**config.mk**
```make
export PLATFORM = sky130hd
export DESIGN_NAME = box_color_render
export DESIGN_NICKNAME = d
export VERILOG_FILES = /design/src/rtl/box_pkg.sv /design/src/rtl/box_color_render_if.sv /design/src/rtl/box_fade_channel.sv /design/src/rtl/box_color_render.sv
export SDC_FILE = /design/constraint.sdc
export NUM_CORES = 1
export LEC_CHECK = 0
export ABC_AREA = 1
export ABC_CLOCK_PERIOD_IN_PS = 4700
export BUFFER_PORTS_ARGS = -buffer_cell sky130_fd_sc_hd__buf_2
export CAP_MARGIN = 20
export CORE_MARGIN = 4
export CORE_UTILIZATION = 56
export CTS_CLUSTER_SIZE = 28
export DETAILED_ROUTE_END_ITERATION = 7
export PLACE_DENSITY = 0.79
export SLEW_MARGIN = 20
export SYNTH_ARGS = -nofsm -noshare
export SYNTH_HDL_FRONTEND = slang
export SYNTH_SLANG_ARGS = --single-unit
export TNS_END_PERCENT = 10
```
**constraint.sdc**
```tcl
create_clock -name clk_machine -period 4.7 [get_ports clk_machine]
set_input_delay 0.705 -clock clk_machine [delete_from_list [all_inputs] [get_ports clk_machine]]
set_output_delay 0.705 -clock clk_machine [all_outputs]
set_load 0.005 [all_outputs]
```
**src/rtl/box_pkg.sv**
```systemverilog
// Purpose: shared types, 18-entry RGB444 palette ROM and index clamp for the box renderer.
// Latency: none (declarations only).
// Backpressure: none; no ports.
package box_pkg;

  typedef logic [11:0] rgb444_t;
  typedef logic [4:0]  pal_idx_t;

  localparam int       PALETTE_SIZE = 18;
  localparam pal_idx_t IDX_MAX      = pal_idx_t'(PALETTE_SIZE - 1);

  localparam rgb444_t PALETTE [PALETTE_SIZE] = '{
    12'hF80,  // 0  orange
    12'h0AF,  // 1  sky blue
    12'hF00,  // 2  red
    12'h0F0,  // 3  green
    12'h00F,  // 4  blue
    12'hFF0,  // 5  yellow
    12'h0FF,  // 6  cyan
    12'hF0F,  // 7  magenta
    12'h888,  // 8  mid grey
    12'h444,  // 9  dark grey
    12'hC40,  // 10 rust
    12'h4C0,  // 11 lime
    12'h04C,  // 12 navy
    12'hA5F,  // 13 violet
    12'h5FA,  // 14 mint
    12'hFA5,  // 15 peach
    12'h222,  // 16 near black
    12'hFFF   // 17 white
  };

  // Indices beyond the ROM fold to entry 0 rather than reading garbage.
  function automatic pal_idx_t clamp_idx(input pal_idx_t idx);
    return (idx > IDX_MAX) ? '0 : idx;
  endfunction

endpackage

```
**src/rtl/box_color_render_if.sv**
```systemverilog
// Purpose: per-box colour bundle between the renderer top and one fade channel.
// Latency: none (wires only); rgb is the blend of the stage-1 registered palette reads.
// Backpressure: none; frame_start/color_index are sampled unconditionally.
// Ports: frame_start, color_index (master->slave); rgb, busy (slave->master).
interface box_color_render_if;
  import box_pkg::*;

  logic     frame_start;
  pal_idx_t color_index;
  rgb444_t  rgb;
  logic     busy;

  modport master (output frame_start, color_index, input rgb, busy);
  modport slave  (input frame_start, color_index, output rgb, busy);

endinterface

```
**src/rtl/box_fade_channel.sv**
```systemverilog
// Purpose: one box's colour state: frame-start index latch, fade counter and P/T blend.
// Latency: palette reads registered once (stage 1); blend is combinational on those registers.
// Backpressure: none; state only advances on frame_start.
// Ports: clk_machine, rst_machine (async, active-high), bus (slave side of the colour bundle).
module box_fade_channel
  import box_pkg::*;
#(
  parameter int       FADE_FRAMES = 8,
  parameter pal_idx_t RST_IDX     = '0
) (
  input  logic              clk_machine,
  input  logic              rst_machine,
  box_color_render_if.slave bus
);

  localparam int               CNT_W   = $clog2(FADE_FRAMES);
  localparam int               SUM_W   = 4 + CNT_W + 1;
  localparam logic [CNT_W-1:0] CNT_MAX = CNT_W'(FADE_FRAMES - 1);

  pal_idx_t         prev_q, prev_d;
  pal_idx_t         tgt_q,  tgt_d;
  pal_idx_t         idx_s;
  logic [CNT_W-1:0] cnt_q,  cnt_d;

  // Stage-1 copies: palette reads and the weight that goes with them.
  rgb444_t          p_q, t_q;
  logic [CNT_W-1:0] wcnt_q;

  assign idx_s = clamp_idx(bus.color_index);

  // A new index always wins over a decrement, so a change mid-fade restarts
  // from whatever was the target at that moment.
  always_comb begin
    prev_d = prev_q;
    tgt_d  = tgt_q;
    cnt_d  = cnt_q;
    if (bus.frame_start) begin
      if (idx_s != tgt_q) begin
        prev_d = tgt_q;
        tgt_d  = idx_s;
        cnt_d  = CNT_MAX;
      end else if (cnt_q != '0) begin
        cnt_d = cnt_q - 1'b1;
      end
    end
  end

  // Stage 1 reads the current (pre-update) state, so a pixel coinciding
  // with frame_start still renders with the old colours.
  always_ff @(posedge clk_machine or posedge rst_machine) begin
    if (rst_machine) begin
      prev_q <= RST_IDX;
      tgt_q  <= RST_IDX;
      cnt_q  <= '0;
      p_q    <= PALETTE[RST_IDX];
      t_q    <= PALETTE[RST_IDX];
      wcnt_q <= '0;
    end else begin
      prev_q <= prev_d;
      tgt_q  <= tgt_d;
      cnt_q  <= cnt_d;
      p_q    <= PALETTE[prev_q];
      t_q    <= PALETTE[tgt_q];
      wcnt_q <= cnt_q;
    end
  end

  // (P*cnt + T*(F-cnt)) / F per nibble; F is a power of two so the divide
  // is a shift. Max sum is 15*F, which fits SUM_W bits.
  for (genvar c = 0; c < 3; c++) begin : g_chan
    logic [SUM_W-1:0] sum;
    assign sum = SUM_W'(p_q[4*c +: 4]) * SUM_W'(wcnt_q)
               + SUM_W'(t_q[4*c +: 4]) * (SUM_W'(FADE_FRAMES) - SUM_W'(wcnt_q));
    assign bus.rgb[4*c +: 4] = 4'(sum >> CNT_W);
  end

  assign bus.busy = (cnt_q != '0);

endmodule

```
**src/rtl/box_color_render.sv**
```systemverilog
// Purpose: two-box RGB444 renderer with per-box palette cross-fade; box 1 wins on overlap.
// Latency: exactly 2 cycles pixel in -> pixel out, one pixel per cycle.
// Backpressure: none; the pixel stream is never stalled.
// Ports: clk_machine/rst_machine; colour indices + frame_start; pixel valid/x/y;
//        box 1/2 origin and size; o_pix_valid, o_rgb, o_fade_busy.
module box_color_render
  import box_pkg::*;
#(
  parameter int      FADE_FRAMES = 8,
  parameter rgb444_t BG_RGB      = 12'h000
) (
  input  logic        clk_machine,
  input  logic        rst_machine,
  input  logic [4:0]  i_color_index1,
  input  logic [4:0]  i_color_index2,
  input  logic        i_frame_start,
  input  logic        i_pix_valid,
  input  logic [9:0]  i_pix_x,
  input  logic [9:0]  i_pix_y,
  input  logic [9:0]  i_box1_x,
  input  logic [9:0]  i_box1_y,
  input  logic [9:0]  i_box1_w,
  input  logic [9:0]  i_box1_h,
  input  logic [9:0]  i_box2_x,
  input  logic [9:0]  i_box2_y,
  input  logic [9:0]  i_box2_w,
  input  logic [9:0]  i_box2_h,
  output logic        o_pix_valid,
  output logic [11:0] o_rgb,
  output logic        o_fade_busy
);

  box_color_render_if u_box1_if ();
  box_color_render_if u_box2_if ();

  assign u_box1_if.frame_start = i_frame_start;
  assign u_box1_if.color_index = i_color_index1;
  assign u_box2_if.frame_start = i_frame_start;
  assign u_box2_if.color_index = i_color_index2;

  box_fade_channel #(.FADE_FRAMES(FADE_FRAMES), .RST_IDX(IDX_MAX)) u_box1 (
    .clk_machine (clk_machine),
    .rst_machine (rst_machine),
    .bus         (u_box1_if)
  );

  box_fade_channel #(.FADE_FRAMES(FADE_FRAMES), .RST_IDX(pal_idx_t'(0))) u_box2 (
    .clk_machine (clk_machine),
    .rst_machine (rst_machine),
    .bus         (u_box2_if)
  );

  // End coordinates are formed at 11 bits so a box reaching past 1023
  // still covers the right edge instead of wrapping to a tiny range.
  function automatic logic in_box(input logic [9:0] px, input logic [9:0] py,
                                  input logic [9:0] bx, input logic [9:0] by,
                                  input logic [9:0] bw, input logic [9:0] bh);
    logic [10:0] x_end;
    logic [10:0] y_end;
    x_end = {1'b0, bx} + {1'b0, bw};
    y_end = {1'b0, by} + {1'b0, bh};
    return (px >= bx) && ({1'b0, px} < x_end) &&
           (py >= by) && ({1'b0, py} < y_end);
  endfunction

  logic    vld1_q, hit1_q, hit2_q;
  logic    hit1_d, hit2_d;
  logic    vld2_q, busy_q;
  rgb444_t rgb_q, rgb_d;

  assign hit1_d = in_box(i_pix_x, i_pix_y, i_box1_x, i_box1_y, i_box1_w, i_box1_h);
  assign hit2_d = in_box(i_pix_x, i_pix_y, i_box2_x, i_box2_y, i_box2_w, i_box2_h);

  // Invalid slots output black so downstream never sees stale colour.
  always_comb begin
    rgb_d = '0;
    if (vld1_q) begin
      if (hit1_q)      rgb_d = u_box1_if.rgb;
      else if (hit2_q) rgb_d = u_box2_if.rgb;
      else             rgb_d = BG_RGB;
    end
  end

  always_ff @(posedge clk_machine or posedge rst_machine) begin
    if (rst_machine) begin
      vld1_q <= 1'b0;
      hit1_q <= 1'b0;
      hit2_q <= 1'b0;
      vld2_q <= 1'b0;
      rgb_q  <= '0;
      busy_q <= 1'b0;
    end else begin
      vld1_q <= i_pix_valid;
      hit1_q <= hit1_d;
      hit2_q <= hit2_d;
      vld2_q <= vld1_q;
      rgb_q  <= rgb_d;
      busy_q <= u_box1_if.busy | u_box2_if.busy;
    end
  end

  assign o_pix_valid = vld2_q;
  assign o_rgb       = rgb_q;
  assign o_fade_busy = busy_q;

endmodule
```
### Word-level counts from Yosys, hierarchy flattened

Memories as Yosys holds them, arrays and structs flattened. A register that Yosys moved wholly into a read port is not among the register bits.
Cells that the tools add are included.

| storage, ports and cells | value |
|---|---|
| output and inout port bits | 14 |
| memory bits (read-only) | 1536 |
| memories | 4 |
| word-level logic and storage cells | 84 |
| flip-flop bits (word level) | 49 |
| input bits | 114 |

Memory list:

| memory | words | bits a word | read ports | clocked after Yosys merged registers in | write ports | line | RTL |
|---|---|---|---|---|---|---|---|
| (name not given) | 32 | 12 | 1 | 1 | 0 | box_fade_channel.sv:62 | `p_q <= PALETTE[prev_q];` |
| (name not given) | 32 | 12 | 1 | 1 | 0 | box_fade_channel.sv:62 |  |
| (name not given) | 32 | 12 | 1 | 1 | 0 | box_fade_channel.sv:63 | `t_q <= PALETTE[tgt_q];` |
| (name not given) | 32 | 12 | 1 | 1 | 0 | box_fade_channel.sv:63 |  |

| cells by class | value |
|---|---|
| bitwise gates (word level) | 5 |
| magnitude comparators | 10 |
| reductions and logical operators | 14 |
| multipliers | 12 |
| eq/ne operators | 2 |
| add/sub/neg operators | 14 |
| mux-type cells | 9 |

Operator list:

| cell | number |
|---|---|
| $mul A4 B8 Y7 | 6 |
| $add A10 B10 Y11 | 4 |
| $lt A10 B11 Y1 | 4 |
| $add A7 B7 Y7 | 6 |
| $mul A4 B3 Y7 | 6 |
| $ge A10 B10 Y1 | 4 |
| $mux W12 | 3 |
| $not A5 Y6 | 4 |
| $mux W3 | 4 |
| $gt A5 B5 Y1 const B | 2 |
| $mux W5 | 2 |
| $ne A5 B5 Y1 | 2 |
| $sub A4 B3 Y5 const A | 2 |
| $reduce_and A2 Y1 | 4 |
| $logic_and A1 B1 Y1 | 6 |
| $reduce_bool A3 Y1 | 2 |
| $sub A3 B1 Y3 const B | 2 |
| $reduce_bool A2 Y1 | 2 |
| $or A1 B1 Y1 | 1 |

### Logic depth before layout (Yosys ltp)

| logic depth | value |
|---|---|
| depth after elaboration | 6 |
| gate-level depth with buffers | 21 |
| depth with buffers taken out | 21 |

### By module

A second synthesis with hierarchy kept.

| second synthesis, totals | value |
|---|---|
| cell total of the unflattened synthesis | 1821 |
| area, all modules | 13449.1 um^2 |

Modules (own cells, without submodules):

| module | cells an instance | seq. area each (um^2) | instances | area an instance (um^2) |
|---|---|---|---|---|
| box_fade_channel (u_box1) | 596 | 1036.0 | 1 | 4594.4 |
| box_fade_channel (u_box2) | 593 | 1013.5 | 1 | 4564.4 |
| box_color_render | 632 | 425.4 | 1 | 4290.4 |

### Worst setup path after synthesis

Ideal clock, no wire load.

| path | value |
|---|---|
| path type | reg-to-reg |
| start point | reg u_box1.wcnt_q[1] |
| end point | reg rgb_q[3], in the netlist o_rgb[3] |
| stages on the path, launching flop included | 22 |
| setup slack | 0.053 ns |
| buffers on the path | 1 |
| data arrival time | 4.530 ns |
| setup time | 0.117 ns |
| period minus slack after synthesis | 4.647 ns |
| required time | 4.583 ns |
| path through | dfrtp_1 clkbuf_1 inv_1 ha_1 or2_2 nand2_1 inv_1 nand2_1 fa_1 fa_1 inv_1 fa_1 fa_1 ha_1 nand4_1 or2_2 nand3_1 inv_1 nand2_1 nand3_1 nand2_1 nor2_1 |

| between the ends | value |
|---|---|
| cells in the longest elaborated chain, start to end | 5 |
| elaborated cells between the ends (all ways) | 6 |
| classes of those cells | add/sub: 2; mul: 2; mux: 2 |

Ends and longest elaborated chain:

| element | line | RTL |
|---|---|---|
| start, declared | box_fade_channel.sv:27 | `logic [CNT_W-1:0] wcnt_q;` |
| start signal, assigned | box_fade_channel.sv:64 | `wcnt_q <= cnt_q;` |
| $sub A4 B3 Y5 | box_fade_channel.sv:73 | `+ SUM_W'(t_q[4*c +: 4]) * (SUM_W'(FADE_FRAMES) - SUM_W'(wcnt_q));` |
| $mul A4 B8 Y7 | box_fade_channel.sv:73 |  |
| $add A7 B7 Y7 * | box_fade_channel.sv:73 |  |
| $mux W12 * | box_color_render.sv:78 | `if (hit1_q) rgb_d = u_box1_if.rgb;` |
| $mux W12 * | box_color_render.sv:77 | `if (vld1_q) begin` |
| named net rgb_d[3] | box_color_render.sv:69 | `rgb444_t rgb_q, rgb_d;` |
| end signal, assigned | box_color_render.sv:97 | `rgb_q <= rgb_d;` |
| end, declared | box_color_render.sv:69 |  |

The timed path passes the listed nets; every way through them passes the cells marked *.
A chain may end at the register's enable or synchronous reset.

### Final worst setup path

| path | value |
|---|---|
| start point | reg u_box1.wcnt_q[1] |
| end point | reg rgb_q[7], in the netlist o_rgb[7] |

The elaborated chain is that of the path after synthesis.

==> flow_summary_export.csv <==
group,metric,value,unit
grt,grtUsageMet2,41.7,%
floorplanning,rows,55,
cells_and_area,drive_above_1_share,12.8,%
sta,grt_setup_unrepaired,"true",
flow_run,cap_violations,0,
cells_and_area,final_cell_mix,"nand2_1 (417), inv_1 (363), ha_1 (233)",
grt,grt_overflow_total,0,
detailed_routing,dr_total_vias,11545,
floorplanning,dieArea,0.0260,mm²
sta,post-route-min-period,4460,ps
grt,grt_use_total,23.0,%
grt,use_met1,28.4,%
sta,finalCritPeriodShare,94.9,%
worst_setup_path,critical-path-max-stage-delay,530,ps
logic_synthesis,synthAdderAreaFrac,34.3,%
cells_and_area,area_growth,10.3,%
grt,grt_pass1_vias,11521,
logic_synthesis,synth_area_leaders,"ha_1 (23%), nand2_1 (12%), fa_1 (12%), dfrtp_1 (11%), inv_1 (10%)",
worst_setup_path,cp.arrival,4710,ps
detailed_routing,avgRoutedWirePerCell,13.1,µm
logic_synthesis,synthSimpleGateAreaFrac,21.9,%
clock_tree,cts_buffers,9,
outcome,outcome,"finished, final reports clean",
worst_setup_path,cp-start-kind,"flip-flop",
clock_tree,clkLatencyLatePin,360,ps
logic_synthesis,synth_top_family_by_area,"adder cells",
worst_setup_path,cpMaxStageDelayCell,"fa_1",
cells_and_area,final_common_cell,"nand2_1",
floorplanning,die_y,161,µm
logic_synthesis,synth_mux_area_share,0.152,%
pwr,ir_drop,0.424,mV
grt,busiest_layer,"met2",
worst_setup_path,critPathKind,"reg -> reg",
logic_synthesis,ys_ff_latch,97,
sta,hold_viol_final,0,
worst_setup_path,r2r-start,"u_box1.wcnt_q[1]$_DFF_PP0_",
logic_synthesis,synth-xor-area-share,3.47,%
clock_tree,cts_root_buf,"clkbuf_16",
place,pre_cts_ws,169,ps
grt,grt_pass1_wl,50600,µm
cells_and_area,register_area,0.00248,mm²
sta,final.setup_skew,12.3,ps
cells_and_area,nFillCells,2033,
worst_setup_path,cpLargestDelayFamily,"adder cells",
floorplanning,boundaryPins,128,
floorplanning,die_w,161,µm
logic_synthesis,synth_compound_area_share,9.80,%
logic_synthesis,yosys.area.top_type,"ha_1",
sta,tightest_slew,665,ps
sta,setup_ws,240,ps
min_path,holdCritStartpoint,"u_box1.cnt_q[0]$_DFFE_PP0P_",
logic_synthesis,seq_area_frac_synth,18.9,%
logic_synthesis,synth_cell_types,44,
sta,finalSetupTns,0,ps
grt,antenna_found_initial,1,
logic_synthesis,ys_warn_count,0,
logic_synthesis,ys.flop_type,"dfrtp_1",
worst_setup_path,r2r_setup_slack,240,ps
sta,slew_headroom,55.7,%
cells_and_area,fin_util,63.4,%
detailed_routing,drc,0,
floorplanning,core,0.0228,mm²
clock_tree,clk_pin_slew,70,ps
logic_synthesis,synth_edf_count,0,
worst_setup_path,crit_path_end_kind,"flip-flop",
detailed_routing,dr.first_iter.drc_count,538,
detailed_routing,viasPerCell,5.19,
logic_synthesis,syn-cell-area,0.0131,mm²
place,port_buffers,127,
pwr,power.density,568,mW/mm²
pwr,leakage,8.45,nW
detailed_routing,ant_nets,0,
grt,grt_util_met3,3.80,%
logic_synthesis,synth_top_area_share,22.7,%
detailed_routing,wl,29200,µm
logic_synthesis,synth_nets,2208,
worst_setup_path,crit_fanout,9,
logic_synthesis,syn_area_per_cell,7.38,µm²
worst_setup_path,r2r-end,"o_rgb[7]$_DFF_PP0_",
worst_setup_path,crit_start,"u_box1.wcnt_q[1]$_DFF_PP0_",
min_path,hp-class,"reg -> reg",
worst_setup_path,cpMostUsedCell,"inv_1",
floorplanning,initial_utilization,57.5,%
worst_setup_path,rr_worst_depth,21,
worst_setup_path,crit_path_end,"o_rgb[7]$_DFF_PP0_",
worst_setup_path,cp_num_buf_inv,5,
cells_and_area,multi_input_area,0.00919,mm²
sta,timing.fmax,224,MHz
worst_setup_path,worstPathCellList,"inv_1, ha_1, or2_2, nand2_1, buf_4, nor2_1, fa_1, inv_1, fa_1, inv_1, fa_1, ha_1, ha_2, nand4_1, or2_2, nand3_1, inv_1, nand2_1, nand3_1, nand2_1, nor2_1",
clock_tree,htreeDepth,3,
worst_setup_path,cp.required,4950,ps
sta,fin_hold_ws,418,ps
sta,maxSlewViolCount,0,
grt,grt_max_degree,58,
cells_and_area,insertedDiodeCount,0,
detailed_routing,first_pass_iters,5,
place,hpwl,25100,µm
logic_synthesis,synth_cells,1780,
clock_tree,clock_path_buffers,2,
cells_and_area,finalNetCount,2334,
logic_synthesis,async_reset_ff_share,100,%
clock_tree,cts_sinks,97,
sta,setup_viol,0,
place,gp_congestion,0.896,
clock_tree,cts_tree,"built",
clock_tree,cts_setup_buffers,0,
worst_setup_path,path_depth,21,
[synthesized netlist by cell type (13+ instances only)]
master,number
nand2_1,417
inv_1,364
fa_1,76
nand4_1,13
a21oi_1,109
a31oi_1,15
dfstp_2,38
nor2_1,125
ha_1,238
nand3_1,80
or2_2,19
nor3_1,15
o21ai_0,56
xor2_1,33
xnor2_1,19
dfrtp_1,59
[cells by family after synthesis]
| group | count (synthesis) |
|---|---|
| AO/OA/AOI/OAI | 229 |
| XOR/XNOR | 52 |
| adder cells (fa/ha/maj) | 314 |
| buffers and inverters | 395 |
| flip-flops | 97 |
| multiplexers | 2 |
| AND/OR/NAND/NOR | 691 |
[worst register-to-register path, cell delays in order (launching register included)]
cell and delay [ps]:
dfrtp_2 430, inv_1 60, ha_1 180, or2_2 290, nand2_1 70, buf_4 160, nor2_1 70, fa_1 520
inv_1 60, fa_1 530, inv_1 60, fa_1 470, ha_1 310, ha_2 380, nand4_1 110, or2_2 280
nand3_1 90, inv_1 40, nand2_1 60, nand3_1 60, nand2_1 80, nor2_1 40
[per-layer routing]
metal,share of wire (%),vias up
met2,49,318
li1,-,5861
met3,6.2,52
met5,0.041,-
met4,2.2,2
met1,43,5312
[layout make-up]
cell class	count	area share, %
Multi-Input combinational cell	1288	63.5
Sequential cell	97	17.1
Inverter	371	9.63
Timing Repair Buffer	139	5.01
Tap cell	313	2.70
Clock buffer	10	1.65
Clock inverter	6	0.423
[per-stage QoR]
step	power [mW]	std cells	area (µm²)
3_3_place_gp	6.87	2208	14100
3_5_place_dp	7.17	2208	14100
2_1_floorplan	5.87	1780	13100
5_1_grt	9.35	2224	14500
4_1_cts	7.99	2224	14400
6_report	8.23	2224	14500
[registers in the layout, indices dropped and copies added, names as in the netlist, 3 cells and up]
signal and cells:
u_box2.prev_q 5, u_box1.t_q 12, u_box1.tgt_q 5, u_box1.p_q 12, u_box1.wcnt_q 3, u_box2.tgt_q 5
u_box2.p_q 12, u_box2.cnt_q 3, u_box2.t_q 12, u_box1.cnt_q 3, u_box1.prev_q 5, o_rgb 12
u_box2.wcnt_q 3
[power breakdown]
group / internal, mW / leakage [nW] / switching [mW]
clock network: 0.386 / 0.144 / 0.348
logic: 2.64 / 7.19 / 3.46
registers: 1.13 / 1.11 / 0.261
total: 4.15 / 8.44 / 4.07
[how the worst min path moves through the flow]
| stage | endpoint | slack (ps) | depth (start not counted) |
|---|---|---|---|
| 2_1_floorplan | u_box1.wcnt_q[0]$_DFF_PP0_ | 350 | 0 |
| 3_3_place_gp | u_box1.wcnt_q[2]$_DFF_PP0_ | 390 | 0 |
| 3_5_place_dp | u_box1.wcnt_q[2]$_DFF_PP0_ | 400 | 0 |
| 4_1_cts | u_box2.wcnt_q[2]$_DFF_PP0_ | 420 | 0 |
| 5_1_grt | u_box1.wcnt_q[0]$_DFF_PP0_ | 430 | 0 |
| 6_report | u_box1.wcnt_q[0]$_DFF_PP0_ | 420 | 0 |
[repair_timing]
action | 4_1_cts | 5_1_grt
resized for setup | 0 | 9
endpoints found under the setup margin | 0 | 3
hold buffers | 0 | 0
(Power assumes the default switching activity.)
